### src/rtl/afu_mmio_responder_if.sv
// PSL-side MMIO bundle: one-cycle request strobe in, one-cycle acknowledge with read data out.
// Odd parity travels with address and data in both directions.
interface afu_mmio_responder_if #(
  parameter int MMIO_ADDR_W = 24
);
  logic                   mmio_in_valid;
  logic                   mmio_in_read;
  logic                   mmio_in_dw;
  logic [MMIO_ADDR_W-1:0] mmio_in_addr;
  logic                   mmio_in_addrpar;
  logic [63:0]            mmio_in_data;
  logic                   mmio_in_datapar;
  logic                   mmio_out_ack;
  logic [63:0]            mmio_out_data;
  logic                   mmio_out_datapar;

  modport master (
    output mmio_in_valid, mmio_in_read, mmio_in_dw, mmio_in_addr,
           mmio_in_addrpar, mmio_in_data, mmio_in_datapar,
    input  mmio_out_ack, mmio_out_data, mmio_out_datapar
  );

  modport slave (
    input  mmio_in_valid, mmio_in_read, mmio_in_dw, mmio_in_addr,
           mmio_in_addrpar, mmio_in_data, mmio_in_datapar,
    output mmio_out_ack, mmio_out_data, mmio_out_datapar
  );
endinterface

### src/rtl/afu_mmio_responder.sv
// MMIO decode of ALGO_REQUEST / ALGO_STATUS / ERROR_REG; define MMIO_PARITY_EN to check and generate odd parity.
// Ack two cycles after mmio_in_valid; no backpressure, a request arriving while busy is dropped and flags ERROR_REG[63].
module afu_mmio_responder #(
  parameter int                     MMIO_ADDR_W       = 24,
  parameter logic [MMIO_ADDR_W-1:0] ALGO_STATUS_ADDR  = 24'hFFFFFE,
  parameter logic [MMIO_ADDR_W-1:0] ALGO_REQUEST_ADDR = 24'hFFFFFC,
  parameter logic [MMIO_ADDR_W-1:0] ERROR_REG_ADDR    = 24'hFFFFFA
) (
  input  logic                clock,
  input  logic                rstn,
  afu_mmio_responder_if.slave mmio,
  input  logic [63:0]         algo_status_in,
  input  logic                algo_status_valid,
  input  logic [63:0]         error_in,
  input  logic                error_valid,
  output logic [63:0]         algo_request_out,
  output logic                algo_request_valid
);

  typedef enum logic [1:0] {S_IDLE, S_DECODE, S_ACK} state_t;

  state_t                 r_state;
  state_t                 w_next;
  logic                   r_read;
  logic                   r_dw;
  logic [MMIO_ADDR_W-1:0] r_addr;
  logic [63:0]            r_data;
  logic [63:0]            r_status;
  logic [63:0]            r_req;
  logic [63:0]            r_err;
  logic [63:0]            r_rdata;
  logic                   r_req_pulse;

  logic                   w_decode;
  logic                   w_par_err;
  logic                   w_overlap;
  logic                   w_wr_ok;
  logic                   w_req_wr;
  logic                   w_err_wr;
  logic [63:0]            w_sel;
  logic [31:0]            w_word;
  logic [63:0]            w_rdata;
  logic [63:0]            w_lane;
  logic [63:0]            w_lane_mask;
  logic [63:0]            w_req_next;
  logic [63:0]            w_err_clr;
  logic [63:0]            w_err_set;
  logic                   w_unused_err;

  // 32-bit accesses address either half of a register, so the LSB is ignored for the match.
  function automatic logic addr_hit(input logic [MMIO_ADDR_W-1:0] a, input logic dw,
                                    input logic [MMIO_ADDR_W-1:0] base);
    addr_hit = dw ? (a == base) : (a[MMIO_ADDR_W-1:1] == base[MMIO_ADDR_W-1:1]);
  endfunction

  always_ff @(posedge clock or negedge rstn) begin
    if (!rstn) r_state <= S_IDLE;
    else       r_state <= w_next;
  end

  always_comb begin
    w_next = r_state;
    unique case (r_state)
      S_IDLE:   if (mmio.mmio_in_valid) w_next = S_DECODE;
      S_DECODE: w_next = S_ACK;
      S_ACK:    w_next = S_IDLE;
      default:  w_next = S_IDLE;
    endcase
  end

  always_comb begin
    mmio.mmio_out_ack     = 1'b0;
    mmio.mmio_out_data    = 64'h0;
    mmio.mmio_out_datapar = 1'b0;
    if (r_state == S_ACK) begin
      mmio.mmio_out_ack  = 1'b1;
      mmio.mmio_out_data = r_rdata;
`ifdef MMIO_PARITY_EN
      mmio.mmio_out_datapar = ~^r_rdata;
`endif
    end
  end

  always_ff @(posedge clock or negedge rstn) begin
    if (!rstn) begin
      r_read <= 1'b0;
      r_dw   <= 1'b0;
      r_addr <= '0;
      r_data <= 64'h0;
    end else if (r_state == S_IDLE && mmio.mmio_in_valid) begin
      r_read <= mmio.mmio_in_read;
      r_dw   <= mmio.mmio_in_dw;
      r_addr <= mmio.mmio_in_addr;
      r_data <= mmio.mmio_in_data;
    end
  end

`ifdef MMIO_PARITY_EN
  logic r_addrpar;
  logic r_datapar;

  always_ff @(posedge clock or negedge rstn) begin
    if (!rstn) begin
      r_addrpar <= 1'b0;
      r_datapar <= 1'b0;
    end else if (r_state == S_IDLE && mmio.mmio_in_valid) begin
      r_addrpar <= mmio.mmio_in_addrpar;
      r_datapar <= mmio.mmio_in_datapar;
    end
  end

  assign w_par_err = (r_addrpar != ~^r_addr) || (!r_read && (r_datapar != ~^r_data));
`else
  logic w_unused_par;
  assign w_unused_par = ^{mmio.mmio_in_addrpar, mmio.mmio_in_datapar};
  assign w_par_err    = 1'b0;
`endif

  assign w_decode  = (r_state == S_DECODE);
  assign w_overlap = mmio.mmio_in_valid && (r_state != S_IDLE);
  assign w_wr_ok   = w_decode && !r_read && !w_par_err;
  assign w_req_wr  = w_wr_ok && addr_hit(r_addr, r_dw, ALGO_REQUEST_ADDR);
  assign w_err_wr  = w_wr_ok && addr_hit(r_addr, r_dw, ERROR_REG_ADDR);

  always_comb begin
    w_sel = 64'h0;
    if (addr_hit(r_addr, r_dw, ALGO_STATUS_ADDR))       w_sel = r_status;
    else if (addr_hit(r_addr, r_dw, ALGO_REQUEST_ADDR)) w_sel = r_req;
    else if (addr_hit(r_addr, r_dw, ERROR_REG_ADDR))    w_sel = r_err;
    w_word  = r_addr[0] ? w_sel[63:32] : w_sel[31:0];
    w_rdata = 64'h0;
    if (r_read && !w_par_err) w_rdata = r_dw ? w_sel : {w_word, w_word};
  end

  // A 32-bit write always carries its payload in data[31:0]; steer it onto the addressed half.
  assign w_lane      = r_dw ? r_data : (r_addr[0] ? {r_data[31:0], 32'h0} : {32'h0, r_data[31:0]});
  assign w_lane_mask = r_dw ? {64{1'b1}} : (r_addr[0] ? {{32{1'b1}}, 32'h0} : {32'h0, {32{1'b1}}});
  assign w_req_next  = (r_req & ~w_lane_mask) | w_lane;
  assign w_err_clr   = w_err_wr ? w_lane : 64'h0;
  assign w_err_set   = {w_overlap, w_decode && w_par_err, error_valid ? error_in[61:0] : 62'h0};
  assign w_unused_err = ^error_in[63:62];

  always_ff @(posedge clock or negedge rstn) begin
    if (!rstn) begin
      r_status    <= 64'h0;
      r_req       <= 64'h0;
      r_err       <= 64'h0;
      r_rdata     <= 64'h0;
      r_req_pulse <= 1'b0;
    end else begin
      if (algo_status_valid) r_status <= algo_status_in;
      if (w_req_wr)          r_req    <= w_req_next;
      // Set is applied after clear so a coincident set wins.
      r_err       <= (r_err & ~w_err_clr) | w_err_set;
      r_rdata     <= w_decode ? w_rdata : 64'h0;
      r_req_pulse <= w_req_wr;
    end
  end

  assign algo_request_out   = r_req;
  assign algo_request_valid = r_req_pulse;

endmodule

### src/flat_wrapper.sv
// flat-port wrapper written by rule: the top's interface ports become plain ports
module afu_mmio_responder_flat 
#(
  parameter int                     MMIO_ADDR_W       = 24,
  parameter logic [MMIO_ADDR_W-1:0] ALGO_STATUS_ADDR  = 24'hFFFFFE,
  parameter logic [MMIO_ADDR_W-1:0] ALGO_REQUEST_ADDR = 24'hFFFFFC,
  parameter logic [MMIO_ADDR_W-1:0] ERROR_REG_ADDR    = 24'hFFFFFA
)
  (clock, rstn, algo_status_in, algo_status_valid, error_in, error_valid, algo_request_out, algo_request_valid, mmio_mmio_in_valid, mmio_mmio_in_read, mmio_mmio_in_dw, mmio_mmio_in_addr, mmio_mmio_in_addrpar, mmio_mmio_in_data, mmio_mmio_in_datapar, mmio_mmio_out_ack, mmio_mmio_out_data, mmio_mmio_out_datapar);
  afu_mmio_responder_if #(.MMIO_ADDR_W(MMIO_ADDR_W)) mmio_i ();
  input  logic clock;
  input  logic rstn;
  input  logic [63:0] algo_status_in;
  input  logic algo_status_valid;
  input  logic [63:0] error_in;
  input  logic error_valid;
  output logic [63:0] algo_request_out;
  output logic algo_request_valid;
  input wire logic [$bits(mmio_i.mmio_in_valid)-1:0] mmio_mmio_in_valid;
  input wire logic [$bits(mmio_i.mmio_in_read)-1:0] mmio_mmio_in_read;
  input wire logic [$bits(mmio_i.mmio_in_dw)-1:0] mmio_mmio_in_dw;
  input wire logic [$bits(mmio_i.mmio_in_addr)-1:0] mmio_mmio_in_addr;
  input wire logic [$bits(mmio_i.mmio_in_addrpar)-1:0] mmio_mmio_in_addrpar;
  input wire logic [$bits(mmio_i.mmio_in_data)-1:0] mmio_mmio_in_data;
  input wire logic [$bits(mmio_i.mmio_in_datapar)-1:0] mmio_mmio_in_datapar;
  output wire logic [$bits(mmio_i.mmio_out_ack)-1:0] mmio_mmio_out_ack;
  output wire logic [$bits(mmio_i.mmio_out_data)-1:0] mmio_mmio_out_data;
  output wire logic [$bits(mmio_i.mmio_out_datapar)-1:0] mmio_mmio_out_datapar;
  assign mmio_i.mmio_in_valid = mmio_mmio_in_valid;
  assign mmio_i.mmio_in_read = mmio_mmio_in_read;
  assign mmio_i.mmio_in_dw = mmio_mmio_in_dw;
  assign mmio_i.mmio_in_addr = mmio_mmio_in_addr;
  assign mmio_i.mmio_in_addrpar = mmio_mmio_in_addrpar;
  assign mmio_i.mmio_in_data = mmio_mmio_in_data;
  assign mmio_i.mmio_in_datapar = mmio_mmio_in_datapar;
  assign mmio_mmio_out_ack = mmio_i.mmio_out_ack;
  assign mmio_mmio_out_data = mmio_i.mmio_out_data;
  assign mmio_mmio_out_datapar = mmio_i.mmio_out_datapar;
  afu_mmio_responder #(.MMIO_ADDR_W(MMIO_ADDR_W), .ALGO_STATUS_ADDR(ALGO_STATUS_ADDR), .ALGO_REQUEST_ADDR(ALGO_REQUEST_ADDR), .ERROR_REG_ADDR(ERROR_REG_ADDR)) u_core (.clock(clock), .rstn(rstn), .mmio(mmio_i), .algo_status_in(algo_status_in), .algo_status_valid(algo_status_valid), .error_in(error_in), .error_valid(error_valid), .algo_request_out(algo_request_out), .algo_request_valid(algo_request_valid));
endmodule
### config.mk
export PLATFORM = sky130hd
export DESIGN_NAME = afu_mmio_responder_flat
export DESIGN_NICKNAME = d
export VERILOG_FILES = /design/src/rtl/afu_mmio_responder_if.sv /design/src/rtl/afu_mmio_responder.sv /design/src/flat_wrapper.sv
export SDC_FILE = /design/constraint.sdc
export NUM_CORES = 1
export LEC_CHECK = 0
export BUFFER_PORTS_ARGS = -buffer_cell sky130_fd_sc_hd__buf_2
export CAP_MARGIN = 20
export CORE_MARGIN = 10
export CORE_UTILIZATION = 40
export CTS_CLUSTER_SIZE = 20
export DETAILED_ROUTE_END_ITERATION = 16
export GPL_TIMING_DRIVEN = 0
export PLACE_DENSITY = 0.68
export SLEW_MARGIN = 20
export SYNTH_ARGS = -nofsm -noshare
export SYNTH_HDL_FRONTEND = slang
export SYNTH_SLANG_ARGS = --single-unit
### constraint.sdc
create_clock -name clock -period 2.15 [get_ports clock]
set_clock_uncertainty 0.15 [all_clocks]
set_input_delay 0.215 -clock clock [delete_from_list [all_inputs] [get_ports clock]]
set_output_delay 0.215 -clock clock [all_outputs]
set_load 0.01 [all_outputs]
==> results of run 1 <==
cell type report:
cell class                      count  area, sq um
Fill cell                        3067        14800
Sequential cell                   349         8740
Multi-Input combinational cell    796         6280
Timing Repair Buffer              595         4750
Clock buffer                       56         1110
Buffer                            118          850
Tap cell                          511          639
Inverter                           65          244
Clock inverter                      8          118
Antenna cell                        1         2.50
placed cells by master, fill, tap and decap left out, types with 2 or more instances in the layout:
cell type,Yosys,layout
a211oi_2,1,2
a21oi_1,63,7
a21oi_2,0,56
a22o_1,127,125
a22o_2,0,2
a41oi_1,63,62
and2_1,64,12
and2_4,1,53
buf_1,9,3
buf_12,0,5
buf_16,0,5
buf_2,48,318
buf_4,4,20
buf_6,5,77
buf_8,0,10
bufinv_16,0,3
clkbuf_1,53,40
clkbuf_16,0,45
clkbuf_2,0,14
clkbuf_4,0,3
clkbuf_8,0,11
clkinv_2,0,4
dfrtp_1,349,347
dfrtp_2,0,2
dlygate4sd3_1,0,218
inv_1,64,64
mux2_2,120,94
mux2_4,0,30
nand2_1,129,129
nand3_1,4,4
nand4_1,4,4
nand4_4,1,4
nor2_1,5,4
nor2_4,1,2
nor2b_1,4,2
nor2b_4,0,2
o21ai_0,126,126
o22ai_1,62,35
o22ai_2,0,26
or2_2,2,2
metrics by stage:
step	std cells	hold slack [ps]	TNS, ps
3_5_place_dp	2192	39.3	-79100
6_report	2499	77.1	-4690
5_1_grt	2498	116	-17340
3_3_place_gp	2188	276	-2138520
4_1_cts	2483	88.2	-1340
2_1_floorplan	1329	-231	0
cell usage after synthesis (all sizes together), types with 6 or more instances:
library cell,count,area (sq um)
a21oi,63,315
a22o,127,1110
a41oi,63,552
and2,65,409
buf,66,360
clkbuf,53,199
dfrtp,349,8730
inv,65,244
mux2,124,1400
nand2,129,484
nand4,8,83.8
nor2,6,30.0
o21ai,126,631
o22ai,62,388
worst max-delay path: stages (launching register included):
cell and delay (ps):
dfrtp_1 390, buf_6 140, a211oi_4 350, buf_6 160
nand4_4 130, nor2_4 190, buf_12 170, clkbuf_16 160
mux2_4 290
layer usage:
metal / track usage (%) / vias up / routed length, um
li1: - / 6086 / -
met1: 32.8 / 6852 / 25000
met2: 42.2 / 750 / 30400
met3: 4.68 / 185 / 4310
met4: 12.8 / 2 / 3260
met5: 0 / - / 7
state kept, by name, summed over array words and instances (netlist names):
register,count
u_core.r_read,1
u_core.algo_request_out,64
u_core.r_data,64
u_core.r_state,2
u_core.r_rdata,64
u_core.r_addr,24
u_core.r_status,64
u_core.r_err,64
u_core.r_dw,1
u_core.algo_request_valid,1
power breakdown:
group | leakage [uW] | internal [uW] | switching, uW | total, uW
clock | 0.000603 | 3900 | 2590 | 6500
combinational | 0.00574 | 1900 | 2760 | 4650
sequential | 0.00422 | 7130 | 461 | 7590
timing repair:
action                                  in CTS  in global routing
hold endpoints to repair                   474                  0
cloned                                       2                  9
gates resized for setup                    137                240
pin swaps                                    3                 55
hold buffers                               218                  0
setup buffers                                8                  6
endpoints found under the setup margin     342                235
final timing paths:
kind,start,end,slack [ps]
worst max-delay path,u_core.r_dw,u_core.algo_request_out[16],-90
min in group clock,error_valid,u_core.r_err[0],240
worst max register to register,u_core.r_dw,u_core.algo_request_out[16],-90
worst min-delay path,rstn,u_core.r_data[5],80
max in group asynchronous,rstn,u_core.r_rdata[18],920
worst min register to register,u_core.r_addr[22],u_core.r_addr[22],360
cells by family (layout without fill, tap and decap cells):
group	after synthesis	count (layout)	share of synthesized area, %
other	1	2	0.0248
and+or+nand+nor	225	225	7.49
DFF	349	349	57.8
AOI/OAI and AO/OA	446	446	20.1
muxes	124	124	9.24
buffers and inverters	184	842	5.32
==> impl_metrics.csv, run 1 <==
group,metric,value,unit
timing,relSlewSlack,46.7,%
grt,gr-total-overflow,0,
grt,antenna_found_initial,1,
route,dr.pass1.iters,7,
timing,maxSlewViolCount,0,
worst_setup_path,crit_path_end_kind,"register",
worst_setup_path,crit_fanout,5,
cts,cts_root_buffer,"clkbuf_16",
synthesis,synth.net_count,1554,
die,core,37500,sq um
synthesis,synth_edf_count,0,
worst_setup_path,cp-start-kind,"register",
placement,pre_cts_slack,-511,ps
synthesis,syn_area,15100,sq um
timing,fin_crit_sh,104,%
grt,grt_pass1_vias,14486,
run_status,outcome,"finished, violations left",
route,wirelength,63.0,mm
cts,cts_sinks,349,
timing,worst_pin_slew,800,ps
cts,clock_latency,520,ps
timing,period_needed,2240,ps
layout,final_layout_size_suffix_gt1_share,40.1,%
layout,final_cell_area,22700,sq um
cts,clk_pin_slew,60,ps
worst_setup_path,reg2reg_depth,8,
layout,synthToLayoutAreaGrowth,50.5,%
route,num_vias,13875,
synthesis,synth_seq_area_share,57.8,%
route,drtIter0Drc,1387,
cts,clk_path_buf_depth,3,
placement,gp_congestion,0.944,
grt,track_usage,26.0,%
synthesis,async_reset_ff_share,100,%
synthesis,syn_area_per_cell,11.4,sq um
route,wire_per_inst,25.2,um
run,cap_violations,0,
synthesis,ys_types,38,
cts,cts_tree,"yes",
timing,timing.fmax,0.447,GHz
run_status,violations,"negative setup slack",
cts,numCtsBuffers,37,
cts,cts-htree-levels,2,
die,start_util,40.3,%
layout,final_util,60.6,%
worst_setup_path,cp_data_required_time,2400,ps
worst_setup_path,critPathArrivalTime,2480,ps
synthesis,netlist_instances,1329,
layout,nets,2187,
die,rows,71,
grt,grt_max_degree,102,
timing,setup_violations,136,
power_and_ir_drop,cellLeakagePower,0.0106,uW
die,die_x,214,um
die,die_area,46000,sq um
timing,rsz0062_at_grt,"true",
route,drc,0,
grt,grt_pass1_wl,92.0,mm
synthesis,synthFlopType,"dfrtp_1",
route,viasPerCell,5.55,
timing,finalWorstSetupSlack,-88.2,ps
route,ant_nets,0,
power_and_ir_drop,ir_worst_vdd,0.760,mV
placement,place_area,17600,sq um
synthesis,synth_seq_cells,349,
worst_setup_path,critical_path_class,"register to register",
die,ios,356,
placement,portBuffers,348,
power_and_ir_drop,total_power,18700,uW
die,die_h,214,um
timing,finalHoldViolCount,0,
placement,dpl.hpwl,45.6,mm
hold_path,hold_path_class,"input port to asynchronous set/reset pin",
synthesis,yosys_warnings,0,
power_and_ir_drop,power.density,824,nW/um^2
Note: power is estimated with default switching activity, not from simulation.
==> run 2, diff against run 1 <==
- SETUP_SLACK_MARGIN: default -> 0.1
==> run 2 against run 1 <==
Net effect: the run still ends with negative setup slack left; first-iteration DRC count increased by 6.8%; worst hold slack worse by 3.4 ps; total power rose by 0.85%; critical path type unchanged; critical endpoint is now u_core.algo_request_out[6]; largest cell class unchanged.
==> impl_metrics.csv, run 2 (synthesized netlist as in run 1, its figures left out) <==
group,metric,value,unit
route,drtIter0Drc,1482,
placement,gp_congestion,0.944,
placement,portBuffers,348,
timing,timing.fmax,0.450,GHz
worst_setup_path,cp-start-kind,"register",
worst_setup_path,r2r_setup_slack,-70,ps
power_and_ir_drop,ir_worst_vdd,0.760,mV
route,wirelength,63.7,mm
run,cap_violations,0,
worst_setup_path,r2r_start,"u_core.r_dw",
die,start_util,40.3,%
worst_setup_path,cp_data_required_time,2400,ps
timing,relSlewSlack,43.6,%
cts,numCtsBuffers,37,
route,dr.pass1.iters,6,
route,ant_nets,0,
route,top_layer,"met5",
timing,fin_crit_sh,103,%
layout,layout_common_cells,"dfrtp_1, buf_2, dlygate4sd3_1",
timing,period_needed,2220,ps
worst_setup_path,timing.rr.end,"u_core.algo_request_out[6]",
route,num_vias,13908,
die,ios,356,
timing,maxSlewViolCount,0,
grt,grt_pass1_wl,93.2,mm
grt,antenna_found_initial,1,
hold_path,hold_path_class,"input port to asynchronous set/reset pin",
layout,nets,2196,
die,die_x,214,um
die,core,37500,sq um
cts,clock_latency,520,ps
grt,gr-total-overflow,0,
route,viasPerCell,5.55,
timing,worst_pin_slew,845,ps
cts,clk_path_buf_depth,3,
run_status,violations,"negative setup slack",
die,die_h,214,um
layout,final_util,61.8,%
layout,final_layout_size_suffix_gt1_share,41.7,%
cts,cts_sinks,349,
placement,dpl.hpwl,45.6,mm
placement,pre_cts_slack,-511,ps
cts,cts-htree-levels,2,
worst_setup_path,path_common_cell,"buf_6",
grt,grt_pass1_vias,14520,
timing,rsz0062_at_grt,"true",
worst_setup_path,path_cells,"buf_6 -> a211oi_4 -> buf_6 -> nand4_4 -> nor2_4 -> buf_12 -> buf_8 -> mux2_4",
worst_setup_path,crit_buf_inv,4,
worst_setup_path,cp_top_family,"buffers and inverters",
cts,cts_root_buffer,"clkbuf_16",
timing,finalWorstSetupSlack,-70.0,ps
power_and_ir_drop,cellLeakagePower,0.0107,uW
worst_setup_path,cp_slowest_stage_delay,390,ps
worst_setup_path,critical_path_class,"register to register",
layout,final_common_cell,"dfrtp_1",
worst_setup_path,critPathArrivalTime,2470,ps
route,wl_met2,30.9,mm
run_status,outcome,"finished, violations left",
worst_setup_path,crit_path_end_kind,"register",
worst_setup_path,reg2reg_depth,8,
die,die_area,46000,sq um
route,drc,0,
timing,setup_violations,117,
layout,diodes,0,
grt,track_usage,26.3,%
cts,clk_pin_slew,60,ps
timing,finalHoldViolCount,0,
route,m1WireLength,25.6,mm
die,rows,71,
route,wire_per_inst,25.4,um
cts,cts_tree,"yes",
route,wl_met3,3.89,mm
layout,synthToLayoutAreaGrowth,53.4,%
grt,grt_max_degree,102,
worst_setup_path,crit_fanout,5,
worst_setup_path,cp_slowest_cell,"dfrtp_1",
power_and_ir_drop,power.density,815,nW/um^2
-- run 2: changes by cell type in the layout (fill, tap and decap cells not counted), moves of 3 or more --
cell       previous run  this run
buf_8                10        21
a21oi_2              56        60
a22o_1              125       120
buf_2               318       306
a21oi_1               7         3
a22o_2                2         5
o22ai_1              35        22
buf_6                77        81
o22ai_2              26        39
clkbuf_16            45        48
-- run 2: final cells by class --
cell class                 count  area, sq um
timing repair buffer         604         4910
inverter                      65          256
fill                        3021        14300
tap                          511          639
buffer                       118          975
clock inverter                 8          118
sequential                   349         8740
clock buffer                  56         1110
multi-input combinational    796         6440
-- run 2: worst max path at each step --
| stage | endpoint | slack (ps) | start | cells after the start |
|---|---|---|---|---|
| 6_report | u_core.algo_request_out[6] | -70 | u_core.r_dw | 8 |
| 5_1_grt | u_core.r_rdata[18] | -120 | u_core.r_addr[3] | 9 |
| 4_1_cts | u_core.r_rdata[63] | -5 | u_core.r_addr[3] | 7 |
| 3_5_place_dp | u_core.r_rdata[41] | -510 | u_core.r_dw | 7 |
| 3_3_place_gp | u_core.algo_request_valid | -5940 | rstn | 1 |
| 2_1_floorplan | u_core.algo_request_out[11] | 180 | u_core.r_addr[12] | 6 |
-- run 2: power by group --
group | switching [uW] | total, uW | internal (uW)
clock | 2600 | 6510 | 3900
sequential | 470 | 7600 | 7130
combinational | 2830 | 4790 | 1970
total | 5900 | 18900 | 13000
-- run 2: metal layers --
layer	vias to the layer above	GRT usage [%]
li1	6110	-
met1	6927	33.0
met2	692	43.0
met3	177	4.91
met4	2	12.6
met5	-	0
-- run 2: through the flow --
step | power, uW | instances | cell area [sq um] | TNS [ps] | hold slack, ps
floorplan | 9610 | 1329 | 15100 | 0 | -231
global placement | 11100 | 2188 | 17500 | -2138520 | 276
detailed placement | 11200 | 2192 | 17600 | -79100 | 39.3
CTS | 18400 | 2488 | 22000 | -23.8 | 88.2
global route | 19500 | 2507 | 23200 | -12340 | 119
finish | 18900 | 2507 | 23200 | -3350 | 73.7
-- run 2: repair_timing --
action | CTS | global route
gates cloned | 4 | 11
hold endpoints to repair | 474 | 0
pin swaps | 10 | 59
setup buffers | 11 | 8
gates resized for setup | 235 | 222
hold buffers | 218 | 0
setup endpoints to repair | 343 | 303
